`config.mk`:
```
export PLATFORM = sky130hd
export DESIGN_NAME = gpio_edge_meter
export DESIGN_NICKNAME = d
export VERILOG_FILES = /design/src/rtl/gpio_edge_meter.sv
export SDC_FILE = /design/constraint.sdc
export NUM_CORES = 1
export LEC_CHECK = 0
export CORE_MARGIN = 5
export CORE_UTILIZATION = 55
export DETAILED_ROUTE_END_ITERATION = 7
export PLACE_DENSITY = 0.8
export SYNTH_ARGS = -nofsm -noshare
export SYNTH_HDL_FRONTEND = slang
export SYNTH_SLANG_ARGS = --single-unit
```
`constraint.sdc`:
```
create_clock -name clk -period 8.6 [get_ports clk]
set_clock_uncertainty 0.15 [all_clocks]
set_input_delay 1.72 -clock clk [delete_from_list [all_inputs] [get_ports clk]]
set_output_delay 1.72 -clock clk [all_outputs]
set_load 0.01 [all_outputs]
```
`src/rtl/gpio_edge_meter.sv`:
```
`default_nettype none
// ============================================================================
// Module   : gpio_edge_meter
// Brief    : Multi-channel rising-edge rate meter with gated snapshots,
//            activity LEDs, heartbeat and a muxed count readout.
// Revision : 1.0  initial release
// ============================================================================
module gpio_edge_meter #(
  parameter int NCH         = 4,
  parameter int CNT_W       = 16,
  parameter int GATE_CYCLES = 48000000,
  parameter int SYNC_STAGES = 2,
  parameter int SEL_W       = 2
) (
  input  logic             clk,
  input  logic             reset,
  input  logic [NCH-1:0]   sig_in,
  input  logic [SEL_W-1:0] sel,
  output logic [CNT_W-1:0] count_out,
  output logic             ovf_out,
  output logic             valid,
  output logic [NCH-1:0]   active,
  output logic             heartbeat
);

  localparam int                  c_GATE_W    = $clog2(GATE_CYCLES);
  localparam logic [c_GATE_W-1:0] c_GATE_LAST = c_GATE_W'(GATE_CYCLES - 1);
  localparam int                  c_NSEL      = 2 ** SEL_W;

  logic [c_GATE_W-1:0]    r_gate;
  logic                   w_wend;
  logic [SYNC_STAGES-1:0] r_sync [NCH];
  logic [NCH-1:0]         r_prev;
  logic [NCH-1:0]         w_edge;
  logic [NCH-1:0]         w_hit;
  logic [NCH-1:0]         r_ovf;
  logic [NCH-1:0]         r_snap_ovf;
  logic [CNT_W-1:0]       r_run     [NCH];
  logic [CNT_W-1:0]       w_run_inc [NCH];
  logic [CNT_W-1:0]       r_snap    [NCH];
  logic [CNT_W-1:0]       w_rd_cnt  [c_NSEL];
  logic [c_NSEL-1:0]      w_rd_ovf;

  assign w_wend = (r_gate == c_GATE_LAST);

  // The readout mux looks at the next-state snapshot so count_out lands together with valid.
  always_comb begin
    w_edge    = '0;
    w_hit     = '0;
    w_run_inc = '{default: '0};
    w_rd_cnt  = '{default: '0};
    w_rd_ovf  = '0;
    for (int i = 0; i < NCH; i++) begin
      w_edge[i]    = r_sync[i][SYNC_STAGES-1] & ~r_prev[i];
      w_hit[i]     = w_edge[i] & (&r_run[i]);
      w_run_inc[i] = (w_edge[i] & ~(&r_run[i])) ? r_run[i] + 1'b1 : r_run[i];
      w_rd_cnt[i]  = w_wend ? w_run_inc[i] : r_snap[i];
      w_rd_ovf[i]  = w_wend ? (r_ovf[i] | w_hit[i]) : r_snap_ovf[i];
    end
  end

  always_ff @(posedge clk) begin
    if (reset) begin
      r_gate     <= '0;
      valid      <= 1'b0;
      heartbeat  <= 1'b0;
      active     <= '0;
      count_out  <= '0;
      ovf_out    <= 1'b0;
      r_prev     <= '0;
      r_ovf      <= '0;
      r_snap_ovf <= '0;
      for (int i = 0; i < NCH; i++) begin
        r_sync[i] <= '0;
        r_run[i]  <= '0;
        r_snap[i] <= '0;
      end
    end else begin
      r_gate    <= w_wend ? '0 : r_gate + 1'b1;
      valid     <= w_wend;
      count_out <= w_rd_cnt[sel];
      ovf_out   <= w_rd_ovf[sel];
      if (w_wend) begin
        heartbeat <= ~heartbeat;
      end
      for (int i = 0; i < NCH; i++) begin
        r_sync[i] <= {r_sync[i][SYNC_STAGES-2:0], sig_in[i]};
        r_prev[i] <= r_sync[i][SYNC_STAGES-1];
        if (w_wend) begin
          // An edge arriving in the window-end cycle closes out with this window.
          r_snap[i]     <= w_run_inc[i];
          r_snap_ovf[i] <= r_ovf[i] | w_hit[i];
          active[i]     <= |w_run_inc[i];
          r_run[i]      <= '0;
          r_ovf[i]      <= 1'b0;
        end else begin
          r_run[i]      <= w_run_inc[i];
          r_ovf[i]      <= r_ovf[i] | w_hit[i];
        end
      end
    end
  end

endmodule
`default_nettype wire

```
==> impl_metrics.toml, run 1 <==
[routing]
vias = 7672
met2_length_mm = 11.0
finalWirelength_mm = 22.6
avgRoutedWirePerCell_um = 17.4
drc = 0
ant_nets = 0
drt_iter0_drc = 898
wl_met3_mm = 1.59
top_layer_used = "met4"
wl_met1_mm = 9.42
dr.pass1.iters = 5
vias_per_cell = 5.91

[grt]
grt_pass1_wl_mm = 36.6
antenna_found_initial = 0
grt-ovfl-total = 0
grt_pass1_vias = 7143
grt_max_degree = 97
grtUsageTotal = 0.228

[clock_network]
post_cts_resized = 0
clkTransAtPathRegs_ns = 0.07
cts_tree = "done"
cts.sinks = 197
cts_hold_buffers = 0
cts_buffers = 17
insertion_delay_ns = 0.45
cts_max_level = 4
cts_root_buffer = "clkbuf_16"
post_cts_buffers = 0
cts_buffer_depth = 2

[timing]
fmax_mhz = 249
worst_slew_pin_slew_ns = 1.06
fin_hold_ws_ns = 0.291
drv_slew = 0
post-route-period-util = 0.468
final.setup.tns_ns = 0
timing.final.hold_violations = 0
rsz0062_at_grt = "false"
maxSlewHeadroom = 0.293
post-route-min-period_ns = 4.02
setup_viol = 0

[cells_and_area]
final_area_mm2 = 0.0109
final_common_cell = "nor2_1"
final_util = 0.632
fin_nets = 1074
area_growth_syn_to_layout_pct = 12.4
num_antenna_cells = 0
layout_common_cells = "213 x nor2_1, 128 x edfxtp_1, 69 x nand2_1, 69 x dfxtp_1, 64 x conb_1"
layout-drive-gt1-share = 0.0568

[placement]
gpl.final_weighted_congestion = 0.881
port_buffers = 30
post_dp_cell_area_mm2 = 0.0104
place_hpwl_mm = 15.2

[logic_synthesis]
yosys_warnings = 0
synthArstFlopShare = 0
avgSynthCellArea_um2 = 9.84
ys.flop_type = "edfxtp_1"
syn_area_mm2 = 0.00972
ys_seq_area_frac = 0.538
synthCells = 988
synth-seq-cells = 197
synth_cell_types = 68
synth-edff-count = 128

[setup_path]
cp_slowest_cell = "buf_4"
worstSetupPathType = "primary input to flip-flop"
crit_chain = "buf_2 > buf_4 > nand2b_4 > buf_4 > nor2_1"
cp_common_cell = "buf_4"
reg2reg_from = "r_gate[0]"
arrival_ns = 4.02
critical_path.endpoint_type = "flip-flop"
critPathLaunchType = "primary input"
crit_required_ns = 8.60
startpoint = "reset"
slowest_delay_ns = 0.92
crit_fanout = 96

[outcome]
status = "finished, final reports clean"

[pwr]
p_leak_nw = 3.90
vdd_drop_max_v = 0.000152
cellPowerDensity_mw_per_mm2 = 183

[die]
start_util = 0.562
die_y_um = 143
die_area_mm2 = 0.0204
pin_count = 31
die_x_um = 143
coreArea_mm2 = 0.0173
rows = 48

[worst_hold_path]
hp-start = "r_sync[1][0]"
hp-class = "flip-flop to flip-flop"

[run]
max_cap_viol_count = 0
## through the flow
step	total power, W	cells	setup WS (ns)
final	0.00200	1299	4.58
after detailed placement	0.00125	1267	4.10
after CTS	0.00201	1299	4.57
after global placement	0.00125	1267	4.15
after global routing	0.00208	1299	4.41
after floorplan	0.00120	1051	4.08
## flip-flops by register name, indices dropped and copies added, names as in the netlist
register,count
r_gate,26
heartbeat,1
count_out,16
r_snap,64
active,4
r_snap_ovf,4
r_sync,8
r_ovf,4
valid,1
ovf_out,1
r_run,64
r_prev,4
## layer usage
metal / track usage / vias up
met3: 0.0499 / 46
met1: 0.305 / 3669
met4: 0.0845 / 0
met2: 0.366 / 304
li1: - / 3653
met5: 0 / -
## cell type report
cell class              instances  area, µm²
flip-flops and latches        197       5230
multi-input cells             795       4470
repair buffers                 37        348
inverters                      13       48.8
well taps                     225        282
clock buffers                  23        478
clock inverters                 9       78.8
fillers                      1435       6370
## Yosys cell counts (all sizes together), types with 21 or more instances
cell      n  area (µm²)
nor2    213         800
edfxtp  128        3840
dfxtp    69        1380
nand2    69         259
nand3    42         210
o21ai    41         205
a21oi    39         195
xnor2    37         324
clkbuf   31         146
xor2     29         254
nand4    28         190
nor3     26         135
and3     21         131
## critical path: cells and delay by family
kind                   cells  cell delay (ns)
AND/OR/NAND/NOR            2             0.84
buffers and inverters      3             1.38
## cell families after synthesis
logic type / synth area share
XOR/XNOR: 0.0595
multiplexers: 0.0216
AND/OR/NAND/NOR: 0.241
other: 0.000386
AO/OA/AOI/OAI: 0.106
flip-flops: 0.538
buffers and inverters: 0.0281
adder cells (fa/ha/maj): 0.00644
## final timing paths
kind / end / slack (ns) / depth (start not counted)
hold / removal: r_sync[1][1] / 0.29 / 1
setup reg to reg: r_run[3][12] / 4.90 / 8
setup / recovery: r_run[3][12] / 4.58 / 5
hold reg to reg: r_sync[1][1] / 0.29 / 1
## where the power goes
group	internal (W)	switching (W)	total, W
clock	0.000420	0.000344	0.000764
combinational	0.0000561	0.0000962	0.000152
sequential	0.00105	0.0000327	0.00109
total	0.00153	0.000473	0.00200
No activity file was read; power rests on OpenSTA's default activity.
==> inputs of run 2 (changes only) <==
==> constraint.sdc (replaced) <==
create_clock -name clk -period 4.1 [get_ports clk]
set_clock_uncertainty 0.15 [all_clocks]
set_input_delay 0.82 -clock clk [delete_from_list [all_inputs] [get_ports clk]]
set_output_delay 0.82 -clock clk [all_outputs]
set_load 0.01 [all_outputs]
==> run 2 against run 1 <==
Compared with the run above:
- critical path depth increased by 2
- non-clock buffer count increased by 10
- first-iteration DRC count decreased by 6.0%
- worst setup slack got worse by 3.4 ns
- clock power increased by 110%
- utilization increased by 0.63 points
- combinational power increased by 120%
- die area unchanged
- via count increased by 0.35%
- sequential cell count unchanged
- sequential share of layout area decreased by 0.47 points
- critical path type is now flip-flop to flip-flop
- largest cell class unchanged
==> impl_metrics.toml, run 2 (same netlist as run 1, synthesis figures left out) <==
[clock_network]
post_cts_resized = 0
cts_hold_buffers = 0
cts_max_level = 4
post_cts_buffers = 0
cts_tree = "done"
cts_buffer_depth = 2
insertion_delay_ns = 0.43
cts_root_buffer = "clkbuf_16"
cts_buffers = 17
cts.sinks = 197
clkTransAtPathRegs_ns = 0.06

[routing]
vias = 7699
ant_nets = 0
dr.pass1.iters = 5
drc = 0
finalWirelength_mm = 23.3
vias_per_cell = 5.88
avgRoutedWirePerCell_um = 17.8
drt_iter0_drc = 844

[cells_and_area]
layout-drive-gt1-share = 0.0637
final_util = 0.638
reg_top3 = "r_run: 64 flops, r_snap: 64 flops, r_gate: 26 flops"
num_antenna_cells = 0
final_area_mm2 = 0.0110
area_growth_syn_to_layout_pct = 13.6
fin_nets = 1084
layout_common_cells = "213 x nor2_1, 128 x edfxtp_1, 69 x nand2_1, 69 x dfxtp_1, 64 x conb_1"
final_common_cell = "nor2_1"

[die]
rows = 48
start_util = 0.562
die_x_um = 143
coreArea_mm2 = 0.0173
die_y_um = 143
die_area_mm2 = 0.0204
pin_count = 31

[setup_path]
reg2reg_from = "r_gate[14]"
cp-endpoint = "ovf_out"
crit_chain = "nand4bb_1 > nor4_2 > and3_2 > buf_4 > o21ai_0 > mux2_2 > o22ai_1"
critPathLaunchType = "flip-flop"
worstRegToRegCells = 7
worstSetupPathType = "flip-flop to flip-flop"
slowest_delay_ns = 0.73
cp_slowest_cell = "and3_2"
critical_path.endpoint_type = "flip-flop"
startpoint = "r_gate[14]"
crit_fanout = 39
r2r-end = "ovf_out"
cpLargestDelayFamily = "simple AND/OR/NAND/NOR gates"
r2r_slack_ns = 1.13
crit_required_ns = 4.28
crit_cells = 7
arrival_ns = 3.15
cp_num_buf_inv = 1

[pwr]
cellPowerDensity_mw_per_mm2 = 382
p_leak_nw = 3.95
swShare = 0.233
p_sw_w = 0.000983
p_seq_frac = 0.541
pwr-share-comb = 0.078
vdd_drop_max_v = 0.000287
p_int_w = 0.00323
clkPwrFrac = 0.382

[placement]
gpl.final_weighted_congestion = 0.879
post_dp_cell_area_mm2 = 0.0105
place_hpwl_mm = 16.1
port_buffers = 30

[outcome]
status = "finished, final reports clean"

[timing]
final.setup.tns_ns = 0
drv_slew = 0
timing.final.hold_violations = 0
maxSlewHeadroom = 0.494
fin_hold_ws_ns = 0.289
setup_viol = 0
worst_slew_pin_slew_ns = 0.753
post-route-min-period_ns = 2.97
rsz0062_at_grt = "false"
fmax_mhz = 337
post-route-period-util = 0.724

[grt]
grt_pass1_wl_mm = 37.9
grt_pass1_vias = 7277
antenna_found_initial = 0
grtUsageTotal = 0.236
grt_max_degree = 55
grt-ovfl-total = 0

[run]
max_cap_viol_count = 0

[worst_hold_path]
hp-class = "flip-flop to flip-flop"
==> run 2: cell types whose count changed in the layout (fill, tap and decap cells not counted) <==
cell and delta:
clkbuf_16 +1, buf_4 +8, clkinv_1 +2, clkbuf_8 -1, buf_12 +2, clkinv_2 -2
==> run 2: per-stage QoR <==
stage / total power, W / cells / setup slack, ns
after floorplan: 0.00251 / 1051 / 0.204
after global placement: 0.00263 / 1277 / 1.03
after detailed placement: 0.00264 / 1277 / 0.878
after CTS: 0.00422 / 1309 / 1.19
after global routing: 0.00438 / 1309 / 0.939
final: 0.00422 / 1309 / 1.13
==> run 2: worst min-delay path by stage <==
stage | startpoint | cells after the start | endpoint | slack (ns)
final | r_gate[0] | 1 | r_gate[0] | 0.29
after CTS | r_gate[0] | 1 | r_gate[0] | 0.29
after floorplan | r_gate[0] | 1 | r_gate[0] | 0.26
after global placement | r_sync[1][0] | 1 | r_sync[1][1] | 0.27
after global routing | r_gate[0] | 1 | r_gate[0] | 0.31
after detailed placement | r_sync[3][0] | 1 | r_sync[3][1] | 0.27
==> run 2: metal layers <==
| metal | track usage | wire length (µm) | up-vias |
|---|---|---|---|
| met2 | 0.381 | 11400 | 284 |
| met3 | 0.0499 | 1660 | 38 |
| met5 | 0 | 0 | - |
| met4 | 0.0675 | 458 | 0 |
| met1 | 0.324 | 9760 | 3705 |
| li1 | - | - | 3672 |
==> run 2: final cells by class <==
class	count	area [µm²]
clock buffers	23	489
inverters	13	48.8
fillers	1428	6260
multi-input cells	795	4470
repair buffers	47	448
flip-flops and latches	197	5230
clock inverters	9	76.3
well taps	225	282
==> run 2: power by group through the flow <==
stage	Clock [W]	Sequential, W	Combinational [W]
after floorplan	0	0.00231	0.000203
after detailed placement	0	0.00232	0.000322
final	0.00161	0.00228	0.000328
after CTS	0.00162	0.00228	0.000325
after global placement	0	0.00232	0.000315
after global routing	0.00173	0.00229	0.000359
==> run 2: worst register-to-register path: cells and delay by family (launching register included) <==
| family | cells | cell delay [ns] |
|---|---|---|
| muxes | 1 | 0.30 |
| and+or+nand+nor | 3 | 1.26 |
| buffers and inverters | 1 | 0.37 |
| AOI/OAI and AO/OA | 2 | 0.36 |
| DFF | 1 | 0.42 |
